==> config.mk <==
export PLATFORM = sky130hd
export DESIGN_NAME = dmem_access_ctrl
export DESIGN_NICKNAME = d
export VERILOG_FILES = /design/src/rtl/dmem_access_ctrl.sv
export SDC_FILE = /design/constraint.sdc
export NUM_CORES = 1
export LEC_CHECK = 0
export CORE_AREA = 2 2 160 162
export CTS_BUF_LIST = sky130_fd_sc_hd__clkbuf_2
export DETAILED_ROUTE_END_ITERATION = 16
export DIE_AREA = 0 0 162 164
export PLACE_DENSITY_LB_ADDON = 0.12
export SLEW_MARGIN = 25
export SYNTH_ARGS = -nofsm -noshare
export SYNTH_HDL_FRONTEND = slang
export SYNTH_SLANG_ARGS = --single-unit
==> constraint.sdc <==
create_clock -name clk -period 4 [get_ports clk]
set_clock_uncertainty 0.15 [all_clocks]
set_input_delay 0.8 -clock clk [delete_from_list [all_inputs] [get_ports clk]]
set_output_delay 0.8 -clock clk [all_outputs]
set_load 0.01 [all_outputs]
==> src/rtl/dmem_access_ctrl.sv <==
// Data-memory access controller for the MEM stage: lane steering, alignment checks,
// a request/response handshake with timeout, and load extraction/extension.
module dmem_access_ctrl #(
  parameter int TIMEOUT = 255
) (
  input  logic        clk,
  input  logic        rst_n,
  input  logic        ex_valid,
  input  logic        ex_mem_rd,
  input  logic        ex_mem_wr,
  input  logic [63:0] ex_addr,
  input  logic [63:0] ex_wdata,
  input  logic [1:0]  ex_unit,
  input  logic        ex_ext,
  output logic        stall_o,
  output logic        dmem_req,
  output logic        dmem_we,
  output logic [63:0] dmem_addr,
  output logic [7:0]  dmem_be,
  output logic [63:0] dmem_wdata,
  input  logic        dmem_gnt,
  input  logic        dmem_rvalid,
  input  logic [63:0] dmem_rdata,
  output logic [63:0] ld_data,
  output logic        ld_valid,
  output logic        misalign_o,
  output logic        bus_err_o
);

  localparam logic [1:0] IDLE     = 2'd0;
  localparam logic [1:0] REQ      = 2'd1;
  localparam logic [1:0] WAIT_RSP = 2'd2;
  localparam logic [1:0] DONE     = 2'd3;

  localparam int CW = (TIMEOUT < 2) ? 1 : $clog2(TIMEOUT + 1);
  localparam logic [CW-1:0] CNT_LAST = CW'(TIMEOUT - 1);

  function automatic logic is_misaligned(input logic [1:0] unit, input logic [2:0] off);
    case (unit)
      2'b00:   return 1'b0;
      2'b01:   return off[0];
      2'b10:   return |off[1:0];
      default: return |off;
    endcase
  endfunction

  function automatic logic [7:0] lane_be(input logic [1:0] unit, input logic [2:0] off);
    logic [7:0] m;
    case (unit)
      2'b00:   m = 8'h01;
      2'b01:   m = 8'h03;
      2'b10:   m = 8'h0F;
      default: m = 8'hFF;
    endcase
    return m << off;
  endfunction

  // Bring the addressed lane down to bit 0, then keep the access size and extend.
  function automatic logic [63:0] load_extract(input logic [63:0] rdata, input logic [2:0] off,
                                               input logic [1:0] unit, input logic ext);
    logic [63:0] sh;
    logic signed [63:0] r;
    sh = rdata >> {off, 3'b000};
    case (unit)
      2'b00:   r = ext ? {56'd0, sh[7:0]}  : {{56{sh[7]}},  sh[7:0]};
      2'b01:   r = ext ? {48'd0, sh[15:0]} : {{48{sh[15]}}, sh[15:0]};
      2'b10:   r = ext ? {32'd0, sh[31:0]} : {{32{sh[31]}}, sh[31:0]};
      default: r = sh;
    endcase
    return r;
  endfunction

  logic [1:0]    state;
  logic [CW-1:0] cnt;
  logic [2:0]    off_q;
  logic [1:0]    unit_q;
  logic          ext_q;
  logic          load_q;
  logic          access;
  logic          misal;
  logic          accept;
  logic          timed_out;

  assign access    = ex_valid & (ex_mem_rd | ex_mem_wr);
  assign misal     = is_misaligned(ex_unit, ex_addr[2:0]);
  assign accept    = (state == IDLE) & access & ~misal;
  assign timed_out = (cnt == CNT_LAST);

  assign stall_o  = (state == REQ) | (state == WAIT_RSP) | accept;
  assign dmem_req = (state == REQ);

  always_ff @(posedge clk or negedge rst_n) begin
    if (!rst_n) begin
      state      <= IDLE;
      cnt        <= '0;
      off_q      <= '0;
      unit_q     <= '0;
      ext_q      <= 1'b0;
      load_q     <= 1'b0;
      dmem_we    <= 1'b0;
      dmem_addr  <= '0;
      dmem_be    <= '0;
      dmem_wdata <= '0;
      ld_data    <= '0;
      ld_valid   <= 1'b0;
      misalign_o <= 1'b0;
      bus_err_o  <= 1'b0;
    end else begin
      ld_valid   <= 1'b0;
      misalign_o <= 1'b0;
      bus_err_o  <= 1'b0;
      case (state)
        IDLE: begin
          if (accept) begin
            // A request with both read and write set is handled as a load.
            load_q     <= ex_mem_rd;
            dmem_we    <= ~ex_mem_rd;
            dmem_addr  <= {ex_addr[63:3], 3'b000};
            dmem_be    <= lane_be(ex_unit, ex_addr[2:0]);
            dmem_wdata <= ex_wdata << {ex_addr[2:0], 3'b000};
            off_q      <= ex_addr[2:0];
            unit_q     <= ex_unit;
            ext_q      <= ex_ext;
            cnt        <= '0;
            state      <= REQ;
          end else if (access) begin
            misalign_o <= 1'b1;
          end
        end
        REQ: begin
          if (dmem_gnt) begin
            state <= load_q ? WAIT_RSP : DONE;
            cnt   <= cnt + CW'(1);
          end else if (timed_out) begin
            state     <= IDLE;
            bus_err_o <= 1'b1;
          end else begin
            cnt <= cnt + CW'(1);
          end
        end
        WAIT_RSP: begin
          if (dmem_rvalid) begin
            ld_data  <= load_extract(dmem_rdata, off_q, unit_q, ext_q);
            ld_valid <= 1'b1;
            state    <= DONE;
          end else if (timed_out) begin
            state     <= IDLE;
            bus_err_o <= 1'b1;
          end else begin
            cnt <= cnt + CW'(1);
          end
        end
        default: state <= IDLE;
      endcase
    end
  end

endmodule

==> summary.md <==
| Metric | Value |
|---|---|
| Worst Setup Path Type | `reg -> out` |
| Die area | `0.0266 mm²` |
| Post-route minimum period | `3740 ps` |
| DR vias/cell | `5.66` |
| Mapped Cells | `1,271` |
| Yosys warns | `0` |
| Yosys reg bits | `218` |
| Endpoints failing setup | `0` |
| Pwr dens | `683 mW/mm²` |
| Crit-path cells | `inv_1 -> ha_2 -> o211ai_1 -> a211o_4 -> nand2_1 -> clkdlybuf4s50_1` |
| Largest net degree at the start of global routing | `125` |
| Global route total overflow | `0` |
| Cell area after synthesis | `0.0118 mm²` |
| Dpl cell area | `0.0161 mm²` |
| Iter 0 DRT Violations | `1,082` |
| Sequential share of power | `34.4%` |
| Vias in the first global route | `11,428` |
| RSZ-0062 raised after global routing | `no` |
| Post-synth EDFFs | `0` |
| CP Capture Type | `output port` |
| Yosys top cell by area | `dfrtp_1` |
| Slowest cell on crit path | `clkdlybuf4s50_1` |
| Die height | `164 µm` |
| Top post-synthesis cells by count | `nand2_1 (341), dfrtp_1 (218), a21oi_1 (115), nor2_1 (92), mux2i_1 (72)` |
| Top-count cell post-synth | `nand2_1` |
| Placed cell count | `1,935` |
| Minimum hold slack | `215 ps` |
| Mean Syn Cell Area | `9.30 µm²` |
| Sw power | `4.58 mW` |
| Synth-to-Final Area Change | `40.7%` |
| Maximum root-to-sink buffer count | `3` |
| Routed vias | `11,572` |
| Total Wirelength | `41.5 mm` |
| Clock-pin slew on the worst setup and hold paths | `100 ps` |
| IO Port Bufs | `404` |
| Outcome | `finished clean` |
| Detail Placement HPWL | `29.7 mm` |
| Max VDD drop | `0.429 mV` |
| Antenna viol nets, final | `0` |
| Final Cell Area | `0.0166 mm²` |
| Worst EP required | `3050 ps` |
| H-tree depth | `2` |
| Hold Path Class | `in -> reg` |
| Crit-path max FO | `6` |
| Number of cell rows | `58` |
| Final net count | `1,876` |
| Layout cells sized above 1 | `11.8%` |
| Fin. max-slew vios | `0` |
| Starting Density | `47.6%` |
| Cell variety after synth | `55` |
| GRT Util Overall | `30.8%` |
| Most used DFF post-synth | `dfrtp_1` |
| Final hold vios | `0` |
| Total power draw | `11.4 mW` |
| Sw Ratio | `40.3%` |
| Internal power | `6.78 mW` |
| Fin crit share | `93.6%` |
| Post-synth top area share | `46.2%` |
| Clk_lat worst skew | `850 ps` |
| Synth top area cells | `dfrtp_1 (46%), nand2_1 (11%), mux2i_1 (6.1%)` |
| Routed len/inst | `20.3 µm` |
| Clock power share | `13.7%` |
| Fin cells | `2,043` |
| First-pass detailed-route iteration total | `5` |
| Fin util | `67.0%` |
| Lkg Pwr | `7.31 nW` |
| Worst Tran Pin Value | `961 ps` |
| Chip Width | `162 µm` |
| Asr flop ratio synth | `100%` |
| Power share of the combinational group | `51.9%` |
| Nature of the critical path startpoint | `register` |
| Pre-CTS WS | `471 ps` |
| CORE AREA | `0.0248 mm²` |
| Global-route wire length before repair | `63.8 mm` |
| Hold Crit Start | `ex_addr[0]` |
| Critical path arrival | `2790 ps` |
| Residual DRC | `0` |
| Placer Congestion | `0.917` |
| Rel. slew slack | `35.7%` |
| CP peak stage delay | `530 ps` |
| Max_cap viols | `0` |
| Setup crit start | `state[0]` |
| Max Freq | `267 MHz` |
| Root Buffer | `clkbuf_2` |
| Total negative setup slack | `0 ps` |
| Final setup margin | `255 ps` |
| R2r startpoint | `state[0]` |
| Initial antenna violation count | `2` |
| CTS Sinks | `218` |
| CTS buffer count | `59` |
| Sequential element share of the synthesized area | `46.2%` |
| Ports | `408` |
| CTS tree | `done` |
## metal layers
metal	share of wire, %	global-route usage [%]	up-vias
met1	38	38.9	5481
li1	-	-	5306
met2	46	48.1	664
met3	10	9.29	119
met4	4.9	15.6	2
met5	0.031	0	-
## final timing paths
check,end,slack (ps),cells after the start
min in group asynchronous,ld_data[6],440,2
worst max register to register,dmem_wdata[36],1190,7
worst min register to register,ld_data[15],330,2
worst min-delay path,off_q[0],220,3
worst max-delay path,stall_o,260,6
max in group asynchronous,dmem_be[0],2340,3
## logic make-up (layout without fill, tap and decap cells)
group | Yosys count | in the layout | share of synthesized area, %
other | 1 | 6 | 0.0317
AO/OA/AOI/OAI | 320 | 320 | 17.6
multiplexers | 134 | 134 | 14.8
flip-flops | 218 | 218 | 46.2
adder cells (fa/ha/maj) | 6 | 6 | 0.635
buffers and inverters | 111 | 548 | 4.12
AND/OR/NAND/NOR | 481 | 481 | 16.7
## power by group through the flow
| stage | Combinational (mW) | Sequential [mW] | Clock, mW |
|---|---|---|---|
| 4_1_cts | 5.90 | 3.90 | 1.60 |
| 6_report | 5.89 | 3.91 | 1.55 |
| 3_5_place_dp | 5.88 | 3.92 | 0 |
| 3_3_place_gp | 5.80 | 3.91 | 0 |
| 5_1_grt | 6.34 | 4.02 | 1.71 |
| 2_1_floorplan | 2.59 | 4.14 | 0 |
## sequential cells by signal, summed over array words and instances (netlist names), 2 cells and up
| signal | cells |
|---|---|
| cnt | 8 |
| dmem_wdata | 64 |
| dmem_addr | 61 |
| unit_q | 2 |
| dmem_be | 8 |
| ld_data | 64 |
| off_q | 3 |
| state | 2 |
## timing repair
action                                  4_1_cts  5_1_grt
gates resized for setup                       0        1
endpoints found under the setup margin        0        1
hold endpoints to repair                     93        0
buffers inserted                              0        1
hold buffers                                  1        0
## critical path, delay by kind of cell (launching register included)
family / cells / cell delay, ps
AO/OA/AOI/OAI: 2 / 550
adder cells (fa/ha/maj): 1 / 250
buffers and inverters: 2 / 640
flip-flops: 1 / 440
AND/OR/NAND/NOR: 1 / 90
## placed cells by master (no fill, tap or decap), types with 31 or more instances in the layout
| cell type | netlist | layout |
|---|---|---|
| o21ai_0 | 33 | 33 |
| nor2_1 | 92 | 92 |
| clkbuf_2 | 0 | 90 |
| clkdlybuf4s50_1 | 0 | 401 |
| mux2_2 | 32 | 32 |
| dfrtp_1 | 218 | 216 |
| a21oi_1 | 115 | 115 |
| nand2_1 | 341 | 340 |
| mux2i_1 | 72 | 72 |
| o31ai_1 | 31 | 31 |
## area by class of cell
cell class              instances  area (µm²)
clock buffers                  90         450
repair buffers                432        4290
inverters                      13        48.8
flip-flops and latches        218        5460
multi-input cells             944        5910
fillers                      2081        8190
well taps                     330         413
diodes                          3        7.51
clock inverters                13        57.6
No activity file was read; power rests on OpenSTA's default activity.
